[src/rtl/seq_pkg.sv]
// Shared definitions for the multicycle-core next-state engine.
//   - state_t   : StateID encoding consumed by the per-state control decoder
//   - OP_*      : IR[15:12] opcode values
//   - COND_*    : IR[1:0] condition encodings for ADD/NDU-family instructions
//   - cond_ok() : evaluates a condition field against the C/Z flags
package seq_pkg;

  typedef enum logic [4:0] {
    S_FETCH    = 5'd0,
    S_DECODE   = 5'd1,
    S_ALU_EX   = 5'd2,
    S_WB_RC    = 5'd3,
    S_ADI_EX   = 5'd4,
    S_WB_RB    = 5'd5,
    S_NDU_EX   = 5'd6,
    S_LHI_WB   = 5'd7,
    S_MEM_ADDR = 5'd8,
    S_LW_MEM   = 5'd9,
    S_SW_MEM   = 5'd10,
    S_BEQ_CMP  = 5'd11,
    S_BEQ_TAKE = 5'd12,
    S_JAL      = 5'd13,
    S_JLR      = 5'd14,
    S_LSM_INIT = 5'd15,
    S_LM_STEP  = 5'd16,
    S_SM_STEP  = 5'd17,
    S_HALT     = 5'd31
  } state_t;

  localparam logic [3:0] OP_ADD = 4'b0000;
  localparam logic [3:0] OP_ADI = 4'b0001;
  localparam logic [3:0] OP_NDU = 4'b0010;
  localparam logic [3:0] OP_LHI = 4'b0011;
  localparam logic [3:0] OP_LW  = 4'b0100;
  localparam logic [3:0] OP_SW  = 4'b0101;
  localparam logic [3:0] OP_LM  = 4'b0110;
  localparam logic [3:0] OP_SM  = 4'b0111;
  localparam logic [3:0] OP_JAL = 4'b1000;
  localparam logic [3:0] OP_JLR = 4'b1001;
  localparam logic [3:0] OP_BEQ = 4'b1100;

  localparam logic [1:0] COND_ALWAYS  = 2'b00;
  localparam logic [1:0] COND_Z       = 2'b01;
  localparam logic [1:0] COND_C       = 2'b10;
  localparam logic [1:0] COND_ILLEGAL = 2'b11;

  function automatic logic cond_ok(input logic [1:0] cond, input logic c, input logic z);
    return (cond == COND_ALWAYS) || ((cond == COND_C) && c) || ((cond == COND_Z) && z);
  endfunction

endpackage

[src/rtl/lsm_priority_enc.sv]
// Lowest-set-bit finder for LM/SM register masks (purely combinational).
// Ports:
//   mask : register mask to search
//   idx  : index of the lowest set bit (0 when none is set)
//   none : 1 when mask is all zeros
module lsm_priority_enc #(
  parameter int MASK_W = 8,
  parameter int IDX_W  = 3
) (
  input  logic [MASK_W-1:0] mask,
  output logic [IDX_W-1:0]  idx,
  output logic              none
);

  // Scan from the top down so the lowest set bit is the last one written.
  always_comb begin
    idx  = '0;
    none = 1'b1;
    for (int i = MASK_W - 1; i >= 0; i--) begin
      if (mask[i]) begin
        idx  = IDX_W'(i);
        none = 1'b0;
      end
    end
  end

endmodule

[src/rtl/state_sequencer.sv]
// Next-state engine for the multicycle core. Decodes the IR opcode and the
// C/Z/EQ flags, sequences multi-cycle instruction flows, stalls on memory
// ready and walks LM/SM register masks.
// Ports:
//   clk, reset            : rising-edge clock, asynchronous active-high reset
//   IR                    : instruction register (opcode IR[15:12], cond IR[1:0])
//   carry_flag, zero_flag : C/Z flags, sampled in DECODE only
//   eq_flag               : ALU equality result, used in BEQ_CMP
//   mem_ready             : memory access completes this cycle
//   StateID               : current state (registered)
//   lsm_reg_idx           : register addressed by the current LM/SM step
//   instr_done            : one-cycle pulse on the first FETCH after any other state
//   skipped               : pulses with instr_done when a conditional op did not execute
//   halted                : sticky illegal-instruction flag
//   retire_cnt            : retired-instruction count
// Build option: define RETIRE_CNT_EN to implement a saturating retire counter;
// without it retire_cnt is tied to zero.
module state_sequencer
  import seq_pkg::*;
#(
  parameter int STATE_W = 5,
  parameter int MASK_W  = 8,
  parameter int IDX_W   = 3
) (
  input  logic               clk,
  input  logic               reset,
  input  logic [15:0]        IR,
  input  logic               carry_flag,
  input  logic               zero_flag,
  input  logic               eq_flag,
  input  logic               mem_ready,
  output logic [STATE_W-1:0] StateID,
  output logic [IDX_W-1:0]   lsm_reg_idx,
  output logic               instr_done,
  output logic               skipped,
  output logic               halted,
  output logic [15:0]        retire_cnt
);

  state_t              state_q, state_d;
  logic [MASK_W-1:0]   mask_q, mask_d;
  logic [IDX_W-1:0]    idx_q, idx_d;
  logic                done_q, skip_q, halt_q;
  logic                skip_d;

  logic [3:0]          opcode;
  logic [1:0]          cond;
  logic [MASK_W-1:0]   mask_clr;
  logic [MASK_W-1:0]   penc_in;
  logic [IDX_W-1:0]    penc_idx;
  logic                penc_none;
  logic                unused_ir;

  assign opcode    = IR[15:12];
  assign cond      = IR[1:0];
  assign unused_ir = ^IR[11:8];

  // Mask with the bit of the step currently being serviced removed.
  assign mask_clr = mask_q & ~(MASK_W'(1) << idx_q);

  // LSM_INIT searches the fresh IR mask; step states search what remains
  // after the current access completes.
  assign penc_in = (state_q == S_LSM_INIT) ? IR[MASK_W-1:0] : mask_clr;

  lsm_priority_enc #(
    .MASK_W (MASK_W),
    .IDX_W  (IDX_W)
  ) u_penc (
    .mask (penc_in),
    .idx  (penc_idx),
    .none (penc_none)
  );

  always_comb begin
    state_d = state_q;
    mask_d  = mask_q;
    idx_d   = idx_q;
    skip_d  = 1'b0;
    case (state_q)
      S_FETCH: if (mem_ready) state_d = S_DECODE;
      S_DECODE: begin
        case (opcode)
          OP_ADD, OP_NDU: begin
            if (cond == COND_ILLEGAL) begin
              state_d = S_HALT;
            end else if (cond_ok(cond, carry_flag, zero_flag)) begin
              state_d = (opcode == OP_ADD) ? S_ALU_EX : S_NDU_EX;
            end else begin
              state_d = S_FETCH;
              skip_d  = 1'b1;
            end
          end
          OP_ADI:        state_d = S_ADI_EX;
          OP_LHI:        state_d = S_LHI_WB;
          OP_LW, OP_SW:  state_d = S_MEM_ADDR;
          OP_LM, OP_SM:  state_d = S_LSM_INIT;
          OP_BEQ:        state_d = S_BEQ_CMP;
          OP_JAL:        state_d = S_JAL;
          OP_JLR:        state_d = S_JLR;
          default:       state_d = S_HALT;
        endcase
      end
      S_ALU_EX, S_NDU_EX: state_d = S_WB_RC;
      S_ADI_EX:           state_d = S_WB_RB;
      S_WB_RC, S_WB_RB, S_LHI_WB, S_JAL, S_JLR, S_BEQ_TAKE: state_d = S_FETCH;
      S_MEM_ADDR: state_d = (opcode == OP_LW) ? S_LW_MEM : S_SW_MEM;
      S_LW_MEM, S_SW_MEM: if (mem_ready) state_d = S_FETCH;
      S_BEQ_CMP: state_d = eq_flag ? S_BEQ_TAKE : S_FETCH;
      S_LSM_INIT: begin
        mask_d = IR[MASK_W-1:0];
        if (penc_none) begin
          state_d = S_FETCH;
        end else begin
          idx_d   = penc_idx;
          state_d = (opcode == OP_LM) ? S_LM_STEP : S_SM_STEP;
        end
      end
      S_LM_STEP, S_SM_STEP: begin
        if (mem_ready) begin
          mask_d = mask_clr;
          if (penc_none) state_d = S_FETCH;
          else           idx_d   = penc_idx;
        end
      end
      S_HALT:  state_d = S_HALT;
      default: state_d = S_FETCH;
    endcase
  end

  always_ff @(posedge clk or posedge reset) begin
    if (reset) begin
      state_q <= S_FETCH;
      mask_q  <= '0;
      idx_q   <= '0;
      done_q  <= 1'b0;
      skip_q  <= 1'b0;
      halt_q  <= 1'b0;
    end else begin
      state_q <= state_d;
      mask_q  <= mask_d;
      idx_q   <= idx_d;
      // HALT never reaches FETCH, so it can never raise instr_done.
      done_q  <= (state_d == S_FETCH) && (state_q != S_FETCH);
      skip_q  <= skip_d;
      halt_q  <= halt_q | (state_d == S_HALT);
    end
  end

`ifdef RETIRE_CNT_EN
  logic [15:0] retire_q;

  always_ff @(posedge clk or posedge reset) begin
    if (reset) begin
      retire_q <= '0;
    end else if (done_q && !skip_q && (retire_q != 16'hFFFF)) begin
      retire_q <= retire_q + 16'd1;
    end
  end

  assign retire_cnt = retire_q;
`else
  assign retire_cnt = 16'd0;
`endif

  assign StateID     = STATE_W'(state_q);
  assign lsm_reg_idx = idx_q;
  assign instr_done  = done_q;
  assign skipped     = skip_q;
  assign halted      = halt_q;

endmodule

[config.mk]
export PLATFORM = sky130hd
export DESIGN_NAME = state_sequencer
export DESIGN_NICKNAME = d
export VERILOG_FILES = /design/src/rtl/seq_pkg.sv /design/src/rtl/lsm_priority_enc.sv /design/src/rtl/state_sequencer.sv
export SDC_FILE = /design/constraint.sdc
export NUM_CORES = 1
export LEC_CHECK = 0
export CAP_MARGIN = 30
export CORE_ASPECT_RATIO = 0.9
export CORE_MARGIN = 5
export CORE_UTILIZATION = 43
export DETAILED_ROUTE_END_ITERATION = 16
export MAX_ROUTING_LAYER = met4
export PLACE_DENSITY = 0.78
export SLEW_MARGIN = 15
export SYNTH_ARGS = -nofsm -noshare
export SYNTH_HDL_FRONTEND = slang
export SYNTH_SLANG_ARGS = --single-unit
export TNS_END_PERCENT = 10
[constraint.sdc]
create_clock -name clk -period 2 [get_ports clk]
set_clock_uncertainty 0.05 [all_clocks]
set_input_delay 0.4 -clock clk [delete_from_list [all_inputs] [get_ports clk]]
set_output_delay 0.4 -clock clk [all_outputs]
set_load 0.02 [all_outputs]
==> run metrics <==
Max Used Layer=met4; RSZ-0062 raised after global routing=true; GRT overflow=0; Die Ht=68.7 um; sequential power share=around a quarter; Synth Instances=between 200 and 250; Root Driver=clkbuf_8; CTS clk-pin slew, worst paths=0.08 ns; setup violators final=0; Switching Share=roughly 45%; Int Power=1.56 mW; cell area after layout=2300 um^2; final WL=roughly 4.6 mm; Worst EP required=1.55 ns; total track usage=a little under a fifth; Area Overhead vs Synth=39.3%; most frequent cells in the layout=buf_4 (40), nand2_1 (23), nor2_1 (20); area post-placement=between 2000 and 2500 um^2; fillcell total=~320; Mapped Area=~1600 um^2; clock sink count=19; Rows=21; post-route ant nets=0; CTS buffer count=3; DRC Markers=0; fmax=roughly 510 MHz; dpl hpwl=3.45 mm; Syn. warnings=0; pwr dens=~1200 nW/um^2; status=completed; CP Capture Type=primary output; post-synthesis sequential area ratio=28.9%; Period minus WS final=1.95 ns; R2R setup slack=~0.09 ns; initial antenna violation count=0; WL met3=about 320 um; CTS tree=done; clk_lat worst skew=0.26 ns; vias=approximately 1.8k; final hold violations=0; final count of pins violating max slew=0; clock network power share=10.0%; Gate power share=between 60% and 70%; prevailing post-synth register cell=dfrtp_1; Hold Crit Class=primary input to asynchronous set/reset pin; Nets=between 200 and 300; Post-synth EDFFs=0; width of the chip=75.3 um; die area=~5200 um^2; port bufs=28; proportion of layout cells with a drive suffix above 1=23.9%; Core ar.=around 3700 um^2; Routed met1 length=2.08 mm; pin count of the biggest net entering global routing=20; routed wl met2=2.16 mm; worst-path fanout max=8; average size of a mapped cell=7.85 um^2; Synth cell types=53; initial core utilization=between 40% and 50%; Max IR drop VDD=0.643 mV; CTS Hold Bufs=0; crit share post-route=about 100%; critical path startpoint category=flop; worst r2r src=lsm_reg_idx[2]; crit path DAT=1.50 ns; Starting DRT DRC Count=approximately 180; average wire per standard cell=14.5 um; vias in the first global route=about 1.6k; commonest non-fill, non-tap cell in the layout=buf_4; I/O pin total=49; crit path launch=StateID[1]; GPL Wtd Cong=between 0.9 and 1; Psw=1.29 mW; diodes inserted=0; DRT Pass-1 Iters=4; worst r2r dst=lsm_reg_idx[0]; clock tree buffer depth=2; max cap viols=0; first-pass GRT wire length=7.38 mm; #FFs+latches synth=19; path type of the worst setup path=flop to primary output; number of H-tree levels=1; Vias/cell=between 5 and 6; worst reg-to-reg path cell count=6; share of synthesized flip-flops with an asynchronous set or reset=100%; Pleak=between 1 and 1.5 nW; Final Total Pwr=around 2.8 mW
==> worst max path at each step <==
stage	to	slack (ns)	depth (start not counted)
global route	instr_done	-0.02	6
detailed placement	instr_done	-0.37	7
global placement	instr_done	-0.32	7
CTS	instr_done	-0.06	7
floorplan	StateID[0]	0.02	7
finish	StateID[1]	0.05	2
==> state kept, by name (all words and copies together), names as in the netlist <==
| signal | flops |
|---|---|
| halted | 1 |
| instr_done | 1 |
| skipped | 1 |
| lsm_reg_idx | 3 |
| StateID | 5 |
| mask_q | 8 |
==> worst max-delay path, cell delays in order (launching register included) <==
cell,delay (ns)
dfrtp_1,0.44
buf_4,0.19
clkdlybuf4s50_1,0.61
==> power groups by stage <==
stage / clock network (mW) / logic (mW) / registers [mW]
finish: 0.285 / 1.82 / 0.744
global route: 0.295 / 1.97 / 0.774
CTS: 0.282 / 1.69 / 0.722
detailed placement: 0 / 1.68 / 0.730
global placement: 0 / 1.65 / 0.724
floorplan: 0 / 1.12 / 0.772
==> through the flow <==
stage | utilization [%] | instances | worst slack (ns) | hold slack, ns | TNS (ns)
after global placement | 58.2 | 313 | -0.322 | 0.406 | -1.04
after global routing | 62.0 | 318 | -0.0220 | 0.465 | -0.0233
final | 62.0 | 318 | 0.0479 | 0.419 | 0
after floorplan | - | 225 | 0.0219 | 0.301 | 0
after CTS | 59.7 | 317 | -0.0588 | 0.427 | -0.0588
after detailed placement | 58.2 | 313 | -0.369 | 0.407 | -1.08
==> cell families (layout without fill, tap and decap cells) <==
family,Yosys count,after routing,synth area share [%]
flip-flops,19,19,28.9
adder cells (fa/ha/maj),1,1,0.607
multiplexers,5,5,3.19
other,1,16,0.228
AO/OA/AOI/OAI,63,63,25.3
AND/OR/NAND/NOR,87,87,28.6
buffers and inverters,34,81,13.2
==> Yosys cell counts, types with 3 or more instances <==
| cell type | count | area share (%) |
|---|---|---|
| o211ai_1 | 3 | 1.4 |
| o22ai_1 | 4 | 1.5 |
| nor4_1 | 4 | 1.5 |
| dfrtp_1 | 19 | 29 |
| nand2_1 | 23 | 5.2 |
| clkbuf_1 | 3 | 0.68 |
| o21ai_1 | 7 | 2.1 |
| buf_2 | 4 | 1.2 |
| o21ai_0 | 11 | 3.3 |
| or3_1 | 4 | 1.5 |
| mux2i_1 | 3 | 1.8 |
| nor3_1 | 6 | 1.8 |
| a22o_1 | 7 | 3.7 |
| nand3_1 | 3 | 0.91 |
| nand2b_1 | 10 | 3.8 |
| nor2_1 | 20 | 4.6 |
| inv_1 | 7 | 1.6 |
| a21oi_1 | 14 | 4.3 |
| buf_4 | 16 | 7.3 |
==> layout make-up <==
cell class / instances / area (um^2) / share of cell area, %
inverter: 8 / 30.0 / 1.31
timing repair buffer: 69 / 609 / 26.5
clock buffer: 3 / 41.3 / 1.80
sequential: 19 / 477 / 20.8
clock inverter: 1 / 5.00 / 0.218
tap: 46 / 57.6 / 2.51
multi-input combinational: 172 / 1080 / 46.9
==> what timing repair did <==
action                     CTS  global route
resized for setup            4            20
setup endpoints to repair    2             3
pin swaps                    1             6
setup buffers                0             1
hold endpoints to repair     0             0
==> metal layers <==
metal,up-vias,track usage [%]
met5,-,-
met4,0,3.93
met3,9,3.62
met2,79,27.5
met1,833,26.3
li1,857,-
(Power assumes the default switching activity.)
